--- src/rtl/apb_cmd_master.sv ---
// APB command master: buffers read/write commands in a small FIFO and issues them
// as APB transfers to a slave that never stalls, returning read data as a pulse.
module apb_cmd_master #(
    parameter int unsigned Amba_Word       = 24,
    parameter int unsigned Amba_Addr_Depth = 13,
    parameter int unsigned Fifo_Depth      = 4
) (
    input  logic                       clk,
    input  logic                       rst,
    input  logic                       cmd_valid,
    output logic                       cmd_ready,
    input  logic                       cmd_write,
    input  logic [Amba_Addr_Depth-1:0] cmd_addr,
    input  logic [Amba_Word-1:0]       cmd_wdata,
    output logic                       PSEL,
    output logic                       PENABLE,
    output logic                       PWRITE,
    output logic [Amba_Addr_Depth-1:0] PADDR,
    output logic [Amba_Word-1:0]       PWDATA,
    input  logic [Amba_Word-1:0]       PRDATA,
    output logic                       rsp_valid,
    output logic [Amba_Word-1:0]       rsp_rdata,
    output logic                       busy,
    output logic [15:0]                xfer_count
);

    localparam int unsigned PtrW  = $clog2(Fifo_Depth);
    localparam int unsigned CntW  = $clog2(Fifo_Depth + 1);
    localparam int unsigned XferW = 16;

    typedef struct packed {
        logic                       write;
        logic [Amba_Addr_Depth-1:0] addr;
        logic [Amba_Word-1:0]       wdata;
    } cmd_t;

    typedef enum logic [1:0] {IDLE, SETUP, ACCESS} state_e;

    state_e                     state_q, state_d;
    cmd_t                       mem_q [Fifo_Depth];
    cmd_t                       mem_d [Fifo_Depth];
    logic [PtrW-1:0]            wr_ptr_q, wr_ptr_d;
    logic [PtrW-1:0]            rd_ptr_q, rd_ptr_d;
    logic [CntW-1:0]            cnt_q, cnt_d;
    logic                       psel_q, psel_d;
    logic                       penable_q, penable_d;
    logic                       pwrite_q, pwrite_d;
    logic [Amba_Addr_Depth-1:0] paddr_q, paddr_d;
    logic [Amba_Word-1:0]       pwdata_q, pwdata_d;
    logic                       rsp_valid_q, rsp_valid_d;
    logic [Amba_Word-1:0]       rsp_rdata_q, rsp_rdata_d;
    logic                       busy_q, busy_d;
    logic [XferW-1:0]           xfer_count_q, xfer_count_d;

    logic full;
    logic empty;
    logic push;
    logic pop;
    cmd_t head;

    assign full      = (cnt_q == CntW'(Fifo_Depth));
    assign empty     = (cnt_q == CntW'(0));
    // Acceptance is held off during reset so nothing is taken into a flushed FIFO.
    assign cmd_ready = !full && !rst;
    assign push      = cmd_valid && cmd_ready;
    assign head      = mem_q[rd_ptr_q];

    // Next-state: FIFO bookkeeping, APB sequencing, response and counter update.
    always_comb begin
        state_d      = state_q;
        mem_d        = mem_q;
        wr_ptr_d     = wr_ptr_q;
        rd_ptr_d     = rd_ptr_q;
        cnt_d        = cnt_q;
        pwrite_d     = pwrite_q;
        paddr_d      = paddr_q;
        pwdata_d     = pwdata_q;
        rsp_valid_d  = 1'b0;
        rsp_rdata_d  = rsp_rdata_q;
        xfer_count_d = xfer_count_q;
        pop          = 1'b0;

        unique case (state_q)
            IDLE: begin
                if (!empty) begin
                    pop     = 1'b1;
                    state_d = SETUP;
                end
            end
            SETUP: begin
                state_d = ACCESS;
            end
            ACCESS: begin
                xfer_count_d = xfer_count_q + XferW'(1);
                if (!pwrite_q) begin
                    rsp_valid_d = 1'b1;
                    rsp_rdata_d = PRDATA;
                end
                if (!empty) begin
                    pop     = 1'b1;
                    state_d = SETUP;
                end else begin
                    state_d = IDLE;
                end
            end
            default: begin
                state_d = IDLE;
            end
        endcase

        if (pop) begin
            pwrite_d = head.write;
            paddr_d  = head.addr;
            if (head.write) begin
                pwdata_d = head.wdata;
            end
            rd_ptr_d = rd_ptr_q + PtrW'(1);
        end

        if (push) begin
            mem_d[wr_ptr_q] = '{write: cmd_write, addr: cmd_addr, wdata: cmd_wdata};
            wr_ptr_d        = wr_ptr_q + PtrW'(1);
        end

        unique case ({push, pop})
            2'b10:   cnt_d = cnt_q + CntW'(1);
            2'b01:   cnt_d = cnt_q - CntW'(1);
            default: cnt_d = cnt_q;
        endcase

        psel_d    = (state_d != IDLE);
        penable_d = (state_d == ACCESS);
        busy_d    = (cnt_d != CntW'(0)) || (state_d != IDLE);
    end

    always_ff @(posedge clk) begin
        if (rst) begin
            state_q      <= IDLE;
            wr_ptr_q     <= '0;
            rd_ptr_q     <= '0;
            cnt_q        <= '0;
            psel_q       <= 1'b0;
            penable_q    <= 1'b0;
            pwrite_q     <= 1'b0;
            paddr_q      <= '0;
            pwdata_q     <= '0;
            rsp_valid_q  <= 1'b0;
            rsp_rdata_q  <= '0;
            busy_q       <= 1'b0;
            xfer_count_q <= '0;
        end else begin
            state_q      <= state_d;
            wr_ptr_q     <= wr_ptr_d;
            rd_ptr_q     <= rd_ptr_d;
            cnt_q        <= cnt_d;
            psel_q       <= psel_d;
            penable_q    <= penable_d;
            pwrite_q     <= pwrite_d;
            paddr_q      <= paddr_d;
            pwdata_q     <= pwdata_d;
            rsp_valid_q  <= rsp_valid_d;
            rsp_rdata_q  <= rsp_rdata_d;
            busy_q       <= busy_d;
            xfer_count_q <= xfer_count_d;
        end
    end

    // Storage is only meaningful between the pointers, so it needs no reset.
    always_ff @(posedge clk) begin
        mem_q <= mem_d;
    end

    assign PSEL       = psel_q;
    assign PENABLE    = penable_q;
    assign PWRITE     = pwrite_q;
    assign PADDR      = paddr_q;
    assign PWDATA     = pwdata_q;
    assign rsp_valid  = rsp_valid_q;
    assign rsp_rdata  = rsp_rdata_q;
    assign busy       = busy_q;
    assign xfer_count = xfer_count_q;

endmodule

--- config.mk ---
export PLATFORM = sky130hd
export DESIGN_NAME = apb_cmd_master
export DESIGN_NICKNAME = d
export VERILOG_FILES = /design/src/rtl/apb_cmd_master.sv
export SDC_FILE = /design/constraint.sdc
export NUM_CORES = 1
export LEC_CHECK = 0
export ABC_AREA = 1
export CORE_UTILIZATION = 57
export CTS_BUF_LIST = sky130_fd_sc_hd__clkbuf_16
export DETAILED_ROUTE_END_ITERATION = 16
export GPL_TIMING_DRIVEN = 0
export PLACE_DENSITY = 0.95
export SYNTH_ARGS = -nofsm -noshare
export SYNTH_HDL_FRONTEND = slang
export SYNTH_SLANG_ARGS = --single-unit
export TNS_END_PERCENT = 5
--- constraint.sdc ---
create_clock -name clk -period 7 [get_ports clk]
set_clock_uncertainty 0.05 [all_clocks]
set_input_delay 2.1 -clock clk [delete_from_list [all_inputs] [get_ports clk]]
set_output_delay 2.1 -clock clk [all_outputs]
set_load 0.005 [all_outputs]
* After elaboration in Yosys (flattened, before gate mapping) *
Index checks and enable logic that the tools add are counted.

operators by class
  $add $sub $neg = 5
  magnitude comparators = 3
  equality and inequality tests = 6
  muxes and demuxes = 13
  bitwise gates (word level) = 4
  reduce and logical (&&, ||, !) cells = 14

operators by type and width
  kind                                                 number
  bitwise mux 152 bit                                  1
  two-way mux 38 bit                                   3
  binary-select mux 38 bit (select 2 bit)              1
  demux 38 bit (select 2 bit)                          1
  adder 16 x 1 -> 16 bit, second input constant        1
  equality test 2 bit, second input constant           3
  >= comparator 3 bit, second input constant           2
  NOT 2 -> 3 bit                                       2
  case mux 2 bit (3 select lines)                      1
  case mux 3 bit (2 select lines)                      1
  adder 2 x 1 -> 2 bit, second input constant          2
  equality test 2 x 1 -> 1 bit, second input constant  2
  two-way mux 1 bit                                    4
  AND reduction 2 bit                                  2
  OR reduction 2 bit                                   2
  adder 3 x 1 -> 3 bit, second input constant          1
  equality test 3 bit, second input constant           1
  logical AND 1 bit                                    3
  logical NOT 3 bit                                    1
  < comparator 3 x 1 -> 1 bit, second input constant   1
  nonzero test 3 bit                                   1
  subtractor 3 x 1 -> 3 bit, second input constant     1
  logical NOT 1 bit                                    2
  logical NOT 2 bit                                    1
  other kinds (4)                                      5

storage, ports and cells
  bits in registers = 243
  input bits = 65
  output and inout bits = 83
  logic and storage cells = 70

* Longest topological paths before layout *
Gate-level depths: netlist (run 1).

  word-level depth = 8
  mapped depth = 14
  mapped depth without buffers = 13

* Worst setup path after synthesis (run 1) *
Ideal clock, no wire load.

  kind = in2reg
  start point = in rst
  end point = reg mem_q[0] (netlist name), enable pin
  setup time = 433 ps
  arrival time = 4346 ps
  required time = 6517 ps
  setup slack = 2171 ps
  stages on the path = 5
  path buffers = 2
  cell sequence = buf_2 inv_1 buf_2 nand3_1 nor2_1

between the ends
  cells in the longest elaborated chain, start to end = 3

ends and longest elaborated chain
  what                    RTL line  source
  start: declaration      9         input logic rst,
  logical NOT 1 bit       64        assign cmd_ready = !full && !rst;
  logical AND 1 bit       64
  logical AND 1 bit       65        assign push = cmd_valid && cmd_ready;
  end signal: assignment  170       mem_q <= mem_d;
  end: declaration        40        cmd_t mem_q [Fifo_Depth];

No other way between the ends.
A chain may end at the register's enable or synchronous reset.

* Worst setup path after layout (run 1) *
  start point = in rst
  end point = out cmd_ready

between the ends
  cells in the longest elaborated chain, start to end = 2

ends and longest elaborated chain
  what               RTL line  source
  logical NOT 1 bit  64
  logical AND 1 bit  64
  end: declaration   11        output logic cmd_ready,

No other way between the ends.

==> impl_results.md, run 1 <==
- Clock slew seen by the registers of the worst setup and hold paths: 60 ps
- CTS tree: yes
- Die ar.: 0.01667 sq mm
- Clock sink total: 242
- CP endpoint kind: output port
- Share of layout cells above drive strength 1: 0.05893
- Placement Rows: 46
- Data required, critical path: 4850 ps
- DP Worst Slack: 1908 ps
- I/O pin count: 148
- Synthesis-to-finish area growth: 27.66%
- Commonest cells after routing, fill and taps aside: 184 x nor2_1, 152 x edfxtp_1, 146 x clkdlybuf4s50_1, 120 x o21ai_0, 90 x dfxtp_1
- Nets: 1125
- Most common cell after layout, fill and taps aside: nor2_1
- Internal Pwr Total: 0.002898 W
- Relative slew slack: 0.5006
- Hold slack: 391.9 ps
- Core Area: 0.01583 sq mm
- CTS Buffer Depth: 3
- Avg WL per Cell: 19.19 um
- Sequential share of power: 0.423
- Die X: 129.1 um
- Crit-path max FO: 10
- P_leak: 4.275 nW
- Tcrit/Tclk final: 0.7289
- Main flop type after synthesis: edfxtp_1
- Syn Nets: 950
- CP Class: in -> out
- Setup TNS: 0 ps
- Tmin final: 5102 ps
- Via count: 7447
- Yosys cell types: 25
- Final WS setup: 1898 ps
- # Max-Cap Violations: 0
- Synthesized area per cell: 10.49 sq um
- First-pass GRT wire length: 37980 um
- Mapped cell area: 0.009209 sq mm
- Clock latency on the worst-skew pair: 490 ps
- Biggest area consumer among synthesized cells: edfxtp_1
- # port buffers: 146
- Switching share of power: 0.3288
- Top post-synthesis cells by area: edfxtp_1 50%, dfxtp_1 20%, nor2_1 7.7%, o21ai_0 6.5%, nand2_1 3.6%
- Final GP Congestion: 0.8560
- Clk root buf: clkbuf_16
- DR vias/cell: 5.791
- DRT Pass-1 Iters: 5
- Number of CTS-inserted buffers: 23
- DRC viols: 0
- Setup violations, final: 0
- Worst Hold Class: reg -> reg
- Post-synthesis sequential area ratio: 0.6913
- CP Data Arrival Time: 2950 ps
- P_sw: 0.001419 W
- Total power: 0.004317 W
- Vias in the first global route: 7386
- Yosys warns: 0
- Worst-Margin Slew: 747.3 ps
- HPWL after DPL: 14820 um
- ANT nets after route: 0
- Non-Filler Cell Area, Final: 0.01176 sq mm
- Final hold violation count: 0
- Cell Area, Placed: 0.01107 sq mm
- Slowest-stage cell, CP: clkdlybuf4s50_1
- GRT Overall Usage: 0.3003
- Startpoint Class: input pin
- GRT Residual Overflow: 0
- Post-synth ARST share: 0
- Fmax: 196.0 MHz
- # resized after CTS: 0
- Largest net degree at the start of global routing: 27
- Post-synth EDFFs: 152
- First DRT Iteration DRCs: 808
- Post-CTS Hold Buffers: 0
- Outcome: completed
- Power share of the clock group: 0.267
- Starting density of the core: 0.5818
- PD cells: 367.2 mW/mm^2
- Critical path cell sequence: buf_2, a31oi_1, clkdlybuf4s50_1
- Yosys top cell area share: 0.4957
- Max VDD drop: 0.2438 mV
- Filler instances: 921
- Final slew viol count: 0
- Post-synthesis cell count: 878
- Family with the most delay on the worst path: buffers and inverters
- H-tree Lvls: 1
- RSZ-0062 raised after global routing: no
- Slowest cell delay on critical path: 540 ps
- WP buf/inv: 2
- Initial antenna violation count: 0
- Combinational share of power: 0.311
- Die Y: 129.1 um
- Detailed Route WL: 24670 um
- Seq cells post-synth: 242
- Buffer count from post-CTS setup fixing: 0
## power groups by stage
stage | sequential, W | combinational [W] | clock [W]
2_1_floorplan | 0.00183 | 0.000676 | 0
3_3_place_gp | 0.00184 | 0.00119 | 0
3_5_place_dp | 0.00184 | 0.00127 | 0
4_1_cts | 0.00182 | 0.00132 | 0.00115
5_1_grt | 0.00184 | 0.00147 | 0.00121
6_report | 0.00182 | 0.00134 | 0.00115
## worst paths after layout
path / start / to / slack, ps / depth (start not counted)
hold / removal: rsp_rdata[6] / rsp_rdata[6] / 390 / 2
setup / recovery: rst / cmd_ready / 1900 / 3
hold reg to reg: rsp_rdata[6] / rsp_rdata[6] / 390 / 2
setup reg to reg: cnt_q[0] / busy / 4250 / 13
## cell families (layout without fill, tap and decap cells)
| family | count (synthesis) | count (layout) | synth area share |
|---|---|---|---|
| xor+xnor | 2 | 2 | 0.001903 |
| other cells | 0 | 1 | 0 |
| flops | 242 | 242 | 0.6913 |
| buf+inv | 126 | 317 | 0.05543 |
| simple gates | 298 | 298 | 0.1254 |
| compound gates | 203 | 203 | 0.1156 |
| fa+ha+maj | 7 | 7 | 0.01033 |
## cell usage after synthesis (all sizes together), types with 2 or more instances
library cell,instances
a21oi,36
ha,6
inv,79
edfxtp,152
buf,16
nand2,88
nand3,14
or2,2
nor2,188
a31oi,2
dfxtp,90
nand4,4
xor2,2
o21ai,128
clkbuf,31
o22ai,37
## through the flow
stage,std cells,utilization
after global placement,1240,0.6912
after floorplan,878,-
after CTS,1285,0.7426
final,1286,0.7428
after detailed placement,1244,0.6991
after global routing,1285,0.7426
## state kept, by name, summed over array words and instances (netlist names)
register	flops
rsp_valid	1
mem_q	152
state_q	2
busy	1
PSEL	1
rd_ptr_q	2
PADDR	13
wr_ptr_q	2
xfer_count	16
PWRITE	1
rsp_rdata	24
cnt_q	3
PWDATA	24
## metal layers
layer / track usage / part of all wire / vias up / wire, um
met5: 0 / 0 / - / 0
met4: 0.1536 / 0.043 / 0 / 1056
met3: 0.05120 / 0.095 / 95 / 2348
met2: 0.5291 / 0.51 / 541 / 12560
met1: 0.3549 / 0.35 / 3488 / 8712
li1: - / - / 3323 / -
## layout make-up
| cell class | count | area, sq um | share of cell area |
|---|---|---|---|
| sequential | 242 | 6366 | 0.5415 |
| clock inverter | 18 | 112.6 | 0.009579 |
| clock buffer | 23 | 575.6 | 0.04896 |
| tap | 216 | 270.3 | 0.02299 |
| multi-input combinational | 510 | 2362 | 0.2009 |
| antenna | 1 | 2.502 | 0.0002129 |
| buffer | 47 | 214.0 | 0.01820 |
| inverter | 79 | 296.5 | 0.02522 |
| timing repair buffer | 150 | 1556 | 0.1324 |
## worst min-delay path: stages, from the launching register on
cell,delay (ps)
dfxtp_1,310
inv_1,50
a21oi_1,50
Power figures use the tool's default switching activity.
==> run 2, diff against run 1 <==
- CORE_UTILIZATION: 57 -> 48
- PLACE_DENSITY: 0.95 -> 0.87
- clock period: 7 -> 4.6 ns (I/O delays scaled with it)
==> run 2 against run 1 <==
Clock-buffer cell count grew 2. Sequential cell count is the same. Sequential share of layout area shrank 0.49 points. Largest cell class unchanged.
==> impl_results.md, run 2 (synthesis gave the netlist of run 1 again) <==
- Outcome: completed
- Worst Hold Class: reg -> reg
- Clock sink total: 242
- # Max-Cap Violations: 0
- CP Class: in -> out
- Slowest-stage cell, CP: clkdlybuf4s50_1
- Tmin final: 3700 ps
- # resized after CTS: 0
- Setup TNS: 0 ps
- Via count: 7011
- Final core occ: 0.6321
- Slowest cell delay on critical path: 560 ps
- Post-CTS Hold Buffers: 0
- Max VDD drop: 0.4362 mV
- Setup violations, final: 0
- DRC viols: 0
- Final GP Congestion: 0.8868
- Nets: 1126
- Final slew viol count: 0
- Initial antenna violation count: 0
- Buffer count from post-CTS setup fixing: 0
- GRT Residual Overflow: 0
- Avg WL per Cell: 16.89 um
- I/O pin count: 148
- First DRT Iteration DRCs: 594
- Clock latency on the worst-skew pair: 520 ps
- Data required, critical path: 3170 ps
- First-pass GRT wire length: 34080 um
- Critical path cell sequence: buf_2, a31oi_1, clkdlybuf4s50_1
- H-tree Lvls: 1
- GRT Overall Usage: 0.2215
- Fmax: 270.3 MHz
- # port buffers: 146
- Core Area: 0.01877 sq mm
- Number of CTS-inserted buffers: 24
- N_diodes: 0
- Relative slew slack: 0.5578
- DP Worst Slack: 785.0 ps
- Die ar.: 0.01974 sq mm
- Clock slew seen by the registers of the worst setup and hold paths: 60 ps
- CP Data Arrival Time: 2270 ps
- Startpoint Class: input pin
- Largest net degree at the start of global routing: 27
- CTS Buffer Depth: 3
- Largest register FFs: 152
- RSZ-0062 raised after global routing: no
- CTS tree: yes
- Synthesis-to-finish area growth: 28.82%
- Family with the most delay on the worst path: buffers and inverters
- Detailed Route WL: 22060 um
- Final hold violation count: 0
- DRT Pass-1 Iters: 5
- Hold slack: 393.5 ps
- Placement Rows: 50
- Starting density of the core: 0.4907
- Reg with most FFs: mem_q
- Tcrit/Tclk final: 0.8043
- Total power: 0.006663 W
- Worst-Margin Slew: 661.7 ps
- WP buf/inv: 2
- PD cells: 561.7 mW/mm^2
- Die X: 140.5 um
- Crit-path max FO: 10
- Final WS setup: 900.3 ps
- R2R Setup Slk: 1930 ps
- Commonest cells after routing, fill and taps aside: 184 x nor2_1, 152 x edfxtp_1, 146 x clkdlybuf4s50_1, 120 x o21ai_0, 90 x dfxtp_1
- Most common cell after layout, fill and taps aside: nor2_1
- Share of layout cells above drive strength 1: 0.05784
- HPWL after DPL: 14490 um
- P_leak: 4.327 nW
- ANT nets after route: 0
- Vias in the first global route: 6884
- Clk root buf: clkbuf_16
- Die Y: 140.5 um
- DR vias/cell: 5.368
- CP endpoint kind: output port
[run 2: changes by cell type in the layout (fill, tap and decap cells not counted), sizes merged]
| cell | previous run | this run |
|---|---|---|
| clkbuf | 54 | 56 |
| diode | 1 | 0 |
| bufinv | 1 | 3 |
| clkinv | 11 | 6 |
| inv | 84 | 88 |
[run 2: worst register-to-register path, delay by kind of cell, from the launching register on]
kind | cells | cell delay (ps)
buffers and inverters | 4 | 790
DFF | 1 | 340
and+or+nand+nor | 4 | 280
AOI/OAI and AO/OA | 3 | 330
adders and majority gates | 2 | 750
[run 2: layout make-up]
cell class,instances,area [sq um]
Inverter,79,296.5
Multi-Input combinational cell,510,2362
Clock buffer,25,625.6
Tap cell,234,292.8
Buffer,47,214.0
Clock inverter,19,163.9
Timing Repair Buffer,150,1541
Fill cell,1357,6905
Sequential cell,242,6366
[run 2: path summary, 6_finish.rpt]
kind	endpoint	startpoint	depth (start not counted)
worst max-delay path	cmd_ready	rst	3
worst min-delay path	rsp_rdata[6]	rsp_rdata[6]	2
worst max register to register	busy	cnt_q[0]	13
worst min register to register	rsp_rdata[6]	rsp_rdata[6]	2
[run 2: routing by layer]
layer | up-vias | track usage | part of all wire
li1 | 3319 | - | -
met1 | 3283 | 0.2595 | 0.39
met2 | 357 | 0.3958 | 0.50
met3 | 52 | 0.04547 | 0.087
met4 | 0 | 0.09211 | 0.024
met5 | - | 0 | 0
[run 2: per-stage QoR]
step                instances  cell area (sq um)
floorplan                 878               9209
global placement         1258              10960
detailed placement       1262              11070
CTS                      1306              11860
global route             1306              11860
finish                   1306              11860
[run 2: power by group]
group,switching [W],internal [W],total [W]
Sequential,0.000155,0.00260,0.00276
Combinational,0.00112,0.000836,0.00196
Clock,0.000796,0.00115,0.00194
Total,0.00208,0.00459,0.00666
